===== config.mk =====
export PLATFORM = sky130hd
export DESIGN_NAME = mips_fetch_unit
export DESIGN_NICKNAME = d
export VERILOG_FILES = /design/src/rtl/mips_pkg.sv /design/src/rtl/mips_next_pc.sv /design/src/rtl/mips_fetch_unit.sv
export SDC_FILE = /design/constraint.sdc
export NUM_CORES = 1
export LEC_CHECK = 0
export CORE_UTILIZATION = 38
export DETAILED_ROUTE_END_ITERATION = 12
export DONT_BUFFER_PORTS = 1
export GPL_TIMING_DRIVEN = 0
export PLACE_DENSITY = 0.62
export SYNTH_ARGS = -nofsm -noshare
export SYNTH_HDL_FRONTEND = slang
export SYNTH_SLANG_ARGS = --single-unit

===== constraint.sdc =====
create_clock -name clock -period 6.8 [get_ports clock]
set_input_delay 1.36 -clock clock [delete_from_list [all_inputs] [get_ports clock]]
set_output_delay 1.36 -clock clock [all_outputs]
set_load 0.01 [all_outputs]

===== src/rtl/mips_pkg.sv =====
`default_nettype none
// ============================================================================
// Module      : mips_pkg
// Description : Shared definitions for the MIPS fetch stage: control_type
//               encodings, fetch state enum and the default reset PC.
// Revision    : 1.0 - initial release
// ============================================================================
package mips_pkg;

  localparam logic [1:0] CT_FALLTHRU = 2'b00;
  localparam logic [1:0] CT_BRANCH   = 2'b01;
  localparam logic [1:0] CT_JUMP     = 2'b10;
  localparam logic [1:0] CT_JR       = 2'b11;

  localparam logic [31:0] DEFAULT_RESET_PC = 32'h0040_0000;

  typedef enum logic [1:0] {
    ST_FETCH = 2'd0,
    ST_ISSUE = 2'd1,
    ST_HALT  = 2'd2
  } fetch_state_t;

endpackage
`default_nettype wire


===== src/rtl/mips_next_pc.sv =====
`default_nettype none
// ============================================================================
// Module      : mips_next_pc
// Description : Combinational next-PC target computation for the fetch stage
//               (fallthrough, PC-relative branch, region jump, jump register).
// Revision    : 1.0 - initial release
// ============================================================================
module mips_next_pc
  import mips_pkg::*;
(
  input  logic [31:0] pc,
  input  logic [31:0] inst,
  input  logic [1:0]  control_type,
  input  logic [31:0] rs_data,
  output logic [31:0] next_pc
);

  logic [31:0] w_pc4;
  logic [31:0] w_branch_off;
  logic        unused_opcode_bits;

  assign w_pc4        = pc + 32'd4;
  assign w_branch_off = {{14{inst[15]}}, inst[15:0], 2'b00};

  // Opcode bits play no part in the target address.
  assign unused_opcode_bits = ^inst[31:26];

  // Select the target; jr always lands on a word boundary (misaligned
  // values are either trapped upstream or have their low bits dropped).
  always_comb begin
    next_pc = w_pc4;
    case (control_type)
      CT_FALLTHRU: next_pc = w_pc4;
      CT_BRANCH:   next_pc = w_pc4 + w_branch_off;
      CT_JUMP:     next_pc = {w_pc4[31:28], inst[25:0], 2'b00};
      CT_JR:       next_pc = rs_data & 32'hFFFF_FFFC;
      default:     next_pc = w_pc4;
    endcase
  end

endmodule
`default_nettype wire


===== src/rtl/mips_fetch_unit.sv =====
`default_nettype none
// ============================================================================
// Module      : mips_fetch_unit
// Description : MIPS instruction-fetch stage. Holds the PC, requests words
//               from instruction memory with a ready handshake, presents the
//               held instruction to the decoder and advances the PC on retire.
//               Optional macro MIPS_FETCH_ALIGN_CHECK_EN traps misaligned jr
//               targets with a sticky fault.
// Revision    : 1.0 - initial release
// ============================================================================
module mips_fetch_unit
  import mips_pkg::*;
#(
  parameter logic [31:0] RESET_PC = DEFAULT_RESET_PC,
  parameter int          ADDR_W   = 32
) (
  input  logic              clock,
  input  logic              reset,
  output logic              imem_req,
  output logic [ADDR_W-1:0] imem_addr,
  input  logic              imem_ready,
  input  logic [31:0]       imem_rdata,
  output logic [31:0]       inst,
  output logic [5:0]        opcode,
  output logic [5:0]        funct,
  output logic [ADDR_W-1:0] pc,
  output logic              inst_valid,
  input  logic              retire,
  input  logic [1:0]        control_type,
  input  logic [ADDR_W-1:0] rs_data,
  input  logic              except,
  output logic              halted,
  output logic              fault
);

  fetch_state_t r_state;
  fetch_state_t w_state_next;
  logic [31:0]  r_pc;
  logic [31:0]  r_inst;
  logic [31:0]  w_next_pc;
  logic         w_capture;
  logic         w_pc_load;
  logic         w_misaligned_jr;

  mips_next_pc u_next_pc (
    .pc           (r_pc),
    .inst         (r_inst),
    .control_type (control_type),
    .rs_data      (rs_data),
    .next_pc      (w_next_pc)
  );

`ifdef MIPS_FETCH_ALIGN_CHECK_EN
  logic r_fault;

  assign w_misaligned_jr = (control_type == CT_JR) && (rs_data[1:0] != 2'b00);

  // Sticky fault set when a misaligned jr retires; cleared only by reset.
  always_ff @(posedge clock) begin
    if (reset)
      r_fault <= 1'b0;
    else if ((r_state == ST_ISSUE) && !except && retire && w_misaligned_jr)
      r_fault <= 1'b1;
  end

  assign fault = r_fault;
`else
  assign w_misaligned_jr = 1'b0;
  assign fault           = 1'b0;
`endif

  // Fetch state register.
  always_ff @(posedge clock) begin
    if (reset)
      r_state <= ST_FETCH;
    else
      r_state <= w_state_next;
  end

  // PC and instruction holding registers.
  always_ff @(posedge clock) begin
    if (reset) begin
      r_pc   <= RESET_PC;
      r_inst <= 32'd0;
    end else begin
      if (w_capture)
        r_inst <= imem_rdata;
      if (w_pc_load)
        r_pc <= w_next_pc;
    end
  end

  // Next-state and handshake outputs; except outranks retire in ISSUE.
  always_comb begin
    w_state_next = r_state;
    imem_req     = 1'b0;
    inst_valid   = 1'b0;
    halted       = 1'b0;
    w_capture    = 1'b0;
    w_pc_load    = 1'b0;
    case (r_state)
      ST_FETCH: begin
        imem_req = 1'b1;
        if (imem_ready) begin
          w_capture    = 1'b1;
          w_state_next = ST_ISSUE;
        end
      end
      ST_ISSUE: begin
        inst_valid = 1'b1;
        if (except) begin
          w_state_next = ST_HALT;
        end else if (retire) begin
          if (w_misaligned_jr) begin
            w_state_next = ST_HALT;
          end else begin
            w_pc_load    = 1'b1;
            w_state_next = ST_FETCH;
          end
        end
      end
      ST_HALT: begin
        halted = 1'b1;
      end
      default: begin
        w_state_next = ST_HALT;
      end
    endcase
  end

  assign imem_addr = r_pc;
  assign pc        = r_pc;
  assign inst      = r_inst;
  assign opcode    = r_inst[31:26];
  assign funct     = r_inst[5:0];

endmodule
`default_nettype wire


* Word level (Yosys, flattened, before mapping)
Index checks and enable logic that the tools add are counted. Widths: inputs -> output; s select.
Word-level totals: register bits after elaboration 66
Operators by class: add/subtract/negate cells 2, equality and inequality tests 7, multiplexer cells 13, bitwise operators 1, reduce and logical (&&, ||, !) cells 3
Operators with widths (count):
- $pmux 32 s4 | 1
- $add 32x3->32 const B | 1
- $add 32x32->32 | 1
- $mux 1 | 8
- $eq 2x2->1 const B | 3
- $mux 2 | 3
- $pmux 2 s3 | 1
- $eq 2x1->1 const B | 2
- $logic_not 2->1 | 2
- $ne 3x3->1 const B | 1
- $reduce_and 3->1 | 1
- $ne 2x2->1 const B | 1
- $not 1->1 | 1

* Longest topological paths before layout
word-level depth 3, mapped depth 16, depth with buffers taken out 15

* Cells and area by module
From an unflattened synthesis, not the netlist that was laid out.
Unflattened totals: cells, all modules 668, area, all modules 6114.6 um^2
Modules (own cells, without submodules):
- mips_fetch_unit | instances 1, cells an instance 335, area an instance 3328.2 um^2
- mips_next_pc | instances 1, cells an instance 333, area an instance 2786.4 um^2

* Worst setup path before layout
No wires, ideal clock.
path kind register to register, start point reg r_pc[10], in the netlist imem_addr[10], end point reg r_pc[29], in the netlist imem_addr[29], setup time 0.114 ns, data arrival time 3.744 ns, path slack 2.942 ns, cell stages (with the launch flop) 16, clock period less this slack 3.858 ns, cells stage by stage dfxtp_1 -> nand3_2 -> or4_4 -> nor3_4 -> nand3_1 -> xnor2_1 -> ha_1 -> clkbuf_1 -> and3_1 -> clkbuf_1 -> nand3_1 -> or4_1 -> o32a_1 -> a21oi_1 -> a211oi_1 -> a21o_1
Between the ends: word-level cells in the longest chain between the ends 3
RTL lines:
- from (decl) | line mips_fetch_unit.sv:38 | logic [31:0] r_pc;
- from (signal assigned) | line mips_fetch_unit.sv:89 | r_pc <= w_next_pc;
- $add 32x3->32 (*) | line mips_next_pc.sv:22 | assign w_pc4 = pc + 32'd4;
- $add 32x32->32 | line mips_next_pc.sv:34 | CT_BRANCH: next_pc = w_pc4 + w_branch_off;
- $pmux 32 s4 (*) | line mips_next_pc.sv:32 | case (control_type)
Mark *: on every way between the ends. The rest lies on a longest branch, timed or not. A chain may end at the register's enable or synchronous reset.

* Final worst setup path
start point reg r_pc[13], in the netlist imem_addr[13], end point reg r_pc[29], in the netlist imem_addr[29]
The elaborated chain is that of the path after synthesis.

==> run summary <==
final instance area -> 0.00633 mm²
cts hold-fix bufs -> 0
skew final -> 0.0119 ns
number of flops mapped to enable cells by yosys -> 0
Nets -> 873
unrepaired setup endpoints after global routing -> false
P_int -> 830 µW
switching share of power -> 29.6%
die area -> 0.0156 mm²
vias in the first global route -> 5325
antenna violations before repair -> 0
Layout area overhead -> 9.94%
Setup Viol. Count Final -> 0
share of layout cells above drive strength 1 -> 13.5%
largest net degree at the start of global routing -> 20
DRC -> 24
Yosys top cell area share -> 22.3%
Crit path largest cell delay -> 0.59 ns
Final period util -> 68.4%
initial drt markers -> 577
Synth Area per Inst -> 7.65 µm²
Post-Place Cell Area -> 0.00600 mm²
Logic pwr share -> 17.5%
top cells by area, synth -> dfxtp_1 (22%), nand2_1 (7.7%), ha_1 (7.4%)
DR pass1 iterations -> 9
Boundary Pins -> 183
grt total ovfl -> 0
CTS buffer count -> 9
setup TNS -> 0 ns
Sink Count -> 64
ys flop type -> dfxtp_1
sequential share of power -> 36.7%
crit path kind -> reg2reg
die extent in x -> 125 µm
Overall Global Routing Usage -> 25.6%
Worst Setup End Kind -> flip-flop
VDD IR max -> 124 µV
Final Hold Fails -> 0
violated checks -> DRC
routed vias -> 5725
Final min period -> 4.65 ns
commonest cells in the netlist -> nand2_1 (118), a21oi_1 (83), dfxtp_1 (64)
Slew HR -> 30.1%
Post-Syn Area -> 0.00575 mm²
status -> complete, but fails checks
top cell type by total area after synthesis -> dfxtp_1
Highest Signal Layer -> met4
met3 wire length -> 1960 µm
type of origin of the critical path -> flip-flop
Tightest Pin Transition -> 1.05 ns
Ys Warns -> 0
post-CTS resize count -> 0
deepest clock path buffer count -> 2
WL per Instance -> 20.8 µm
CTS tree -> yes
ANT nets after route -> 0
GPL Wtd Cong -> 0.922
Power Dens Cells -> 186 mW/mm²
Synth Register Bits -> 64
Hold Path Class -> reg2reg
Req. time, crit path -> 7.06 ns
metal2 WL -> 8660 µm
Netlist cell types -> 75
vias per inst -> 5.99
CP arrival -> 4.90 ns
Placeable Area -> 0.0146 mm²
die extent in y -> 125 µm
Clock transition at path regs -> 0.06 ns
Port Buffers -> 0
max_cap viols -> 0
Cell Chain, Critical Path -> nand4_2 > or4_4 > nor3_4 > nand3_1 > xnor2_1 > ha_1 > clkbuf_1 > and3_1 > clkbuf_1 > nand3_1 > or4_1 > o32a_1 > a21oi_1 > a211oi_1 > a21o_1
Worst-Skew Late Latency -> 0.36 ns
Max Fclk -> 0.215 GHz
Clock power frac -> 45.7%
Gate Count Post-Synth -> 752
slowest cell on the critical path -> dfxtp_1
first-pass GRT wire length -> 30700 µm
Slew Viols, Final -> 0
H-tree depth -> 3
post-synthesis sequential area ratio -> 22.3%
LEAKAGE -> 2.64 nW
FFs w/ async S/R, synth -> 0%
clk root buf -> clkbuf_16
Max FO, Critical Path -> 10
net switching power -> 350 µW
post-route met1 wirelength -> 8760 µm
placed wire-length estimate -> 15200 µm
Initial Util -> 39.3%
std cell rows -> 44
Post-Route WL -> 19800 µm
Power Total -> 1.18 mW
post-CTS setup buffers -> 0
most frequent cell after synthesis -> nand2_1
hold slack -> 0.517 ns
[registers in the layout, indices dropped and copies added (netlist names)]
name / flops
imem_addr: 30
inst: 32
r_state: 2
[power groups by stage]
stage	clock, mW	sequential, mW	combinational (mW)
2_1_floorplan	0	0.428	0.161
3_3_place_gp	0	0.441	0.204
3_5_place_dp	0	0.441	0.204
4_1_cts	0.539	0.433	0.205
5_1_grt	0.555	0.436	0.228
6_report	0.539	0.433	0.207
[path summary, 6_finish.rpt]
path                         startpoint                    endpoint  slack, ns  cells past startpoint
max          imem_addr[13]$_SDFFE_PP0P_  imem_addr[29]$_SDFFE_PP0P_       2.15                     15
min               inst[27]$_SDFFE_PP0P_       inst[27]$_SDFFE_PP0P_       0.52                      2
max reg2reg  imem_addr[13]$_SDFFE_PP0P_  imem_addr[29]$_SDFFE_PP0P_       2.15                     15
min reg2reg       inst[27]$_SDFFE_PP0P_       inst[27]$_SDFFE_PP0P_       0.52                      2
[kinds of logic (layout without fill, tap and decap cells)]
group,Yosys count,after routing,share of synthesized area [%]
AOI/OAI and AO/OA,210,210,23.7
other,1,6,0.0652
xor gates and xnor gates,45,45,7.11
DFF,64,64,22.3
buffers and inverters,103,117,10.5
adders and majority gates,35,35,7.74
muxes,21,21,6.59
and+or+nand+nor,273,273,22.0
[layer usage]
| layer | global-route usage (%) | vias to the layer above |
|---|---|---|
| met5 | 0 | - |
| met4 | 9.18 | 0 |
| met3 | 6.16 | 33 |
| met2 | 38.4 | 306 |
| met1 | 35.5 | 2685 |
| li1 | - | 2701 |
[metrics by stage]
stage / worst slack [ns] / util (%) / std cells
5_1_grt: 1.87 / 43.2 / 954
3_5_place_dp: 2.27 / 41.0 / 940
6_report: 2.15 / 43.2 / 955
4_1_cts: 2.24 / 43.2 / 954
3_3_place_gp: 2.28 / 41.0 / 940
2_1_floorplan: 2.94 / - / 756
[cell usage in the layout (no fill, tap or decap), types with 4 or more instances in the layout]
| master | Yosys | layout |
|---|---|---|
| clkbuf_1 | 30 | 31 |
| a31oi_1 | 9 | 9 |
| inv_1 | 16 | 16 |
| nand2b_1 | 4 | 4 |
| clkbuf_16 | 0 | 9 |
| nand3_1 | 25 | 25 |
| o221ai_1 | 5 | 5 |
| o21a_1 | 8 | 8 |
| xnor2_1 | 27 | 27 |
| ha_1 | 34 | 34 |
| dfxtp_1 | 64 | 64 |
| a21oi_1 | 83 | 83 |
| buf_4 | 47 | 47 |
| nor2b_1 | 5 | 5 |
| nor2_1 | 58 | 58 |
| nand4_1 | 10 | 10 |
| o22ai_1 | 4 | 4 |
| o21ai_0 | 26 | 26 |
| mux4_2 | 12 | 12 |
| xor2_1 | 16 | 16 |
| mux2i_1 | 6 | 6 |
| a21o_1 | 18 | 18 |
| o31ai_1 | 4 | 4 |
| a211oi_1 | 11 | 11 |
| o211ai_1 | 5 | 5 |
| a221oi_1 | 4 | 4 |
| conb_1 | 1 | 5 |
| nor3b_1 | 5 | 5 |
| o21bai_1 | 4 | 4 |
| nor3_1 | 16 | 16 |
| o31a_1 | 4 | 4 |
| nand2_1 | 118 | 118 |
| and3_1 | 7 | 7 |
[area by class of cell]
type / instances / area (µm²)
fill: 1515 / 8320
multi-input combinational: 589 / 3880
sequential: 64 / 1280
buffer: 86 / 541
tap: 184 / 230
clock buffer: 10 / 229
clock inverter: 4 / 95.1
inverter: 17 / 63.8
antenna: 1 / 2.50
[worst max-delay path, delay by kind of cell (launching register included)]
kind,cells,cell delay (ns)
AOI/OAI and AO/OA,4,0.61
xor gates and xnor gates,1,0.20
adders and majority gates,1,0.29
buffers and inverters,2,0.56
DFF,1,0.59
and+or+nand+nor,7,2.30
(Power assumes the default switching activity.)
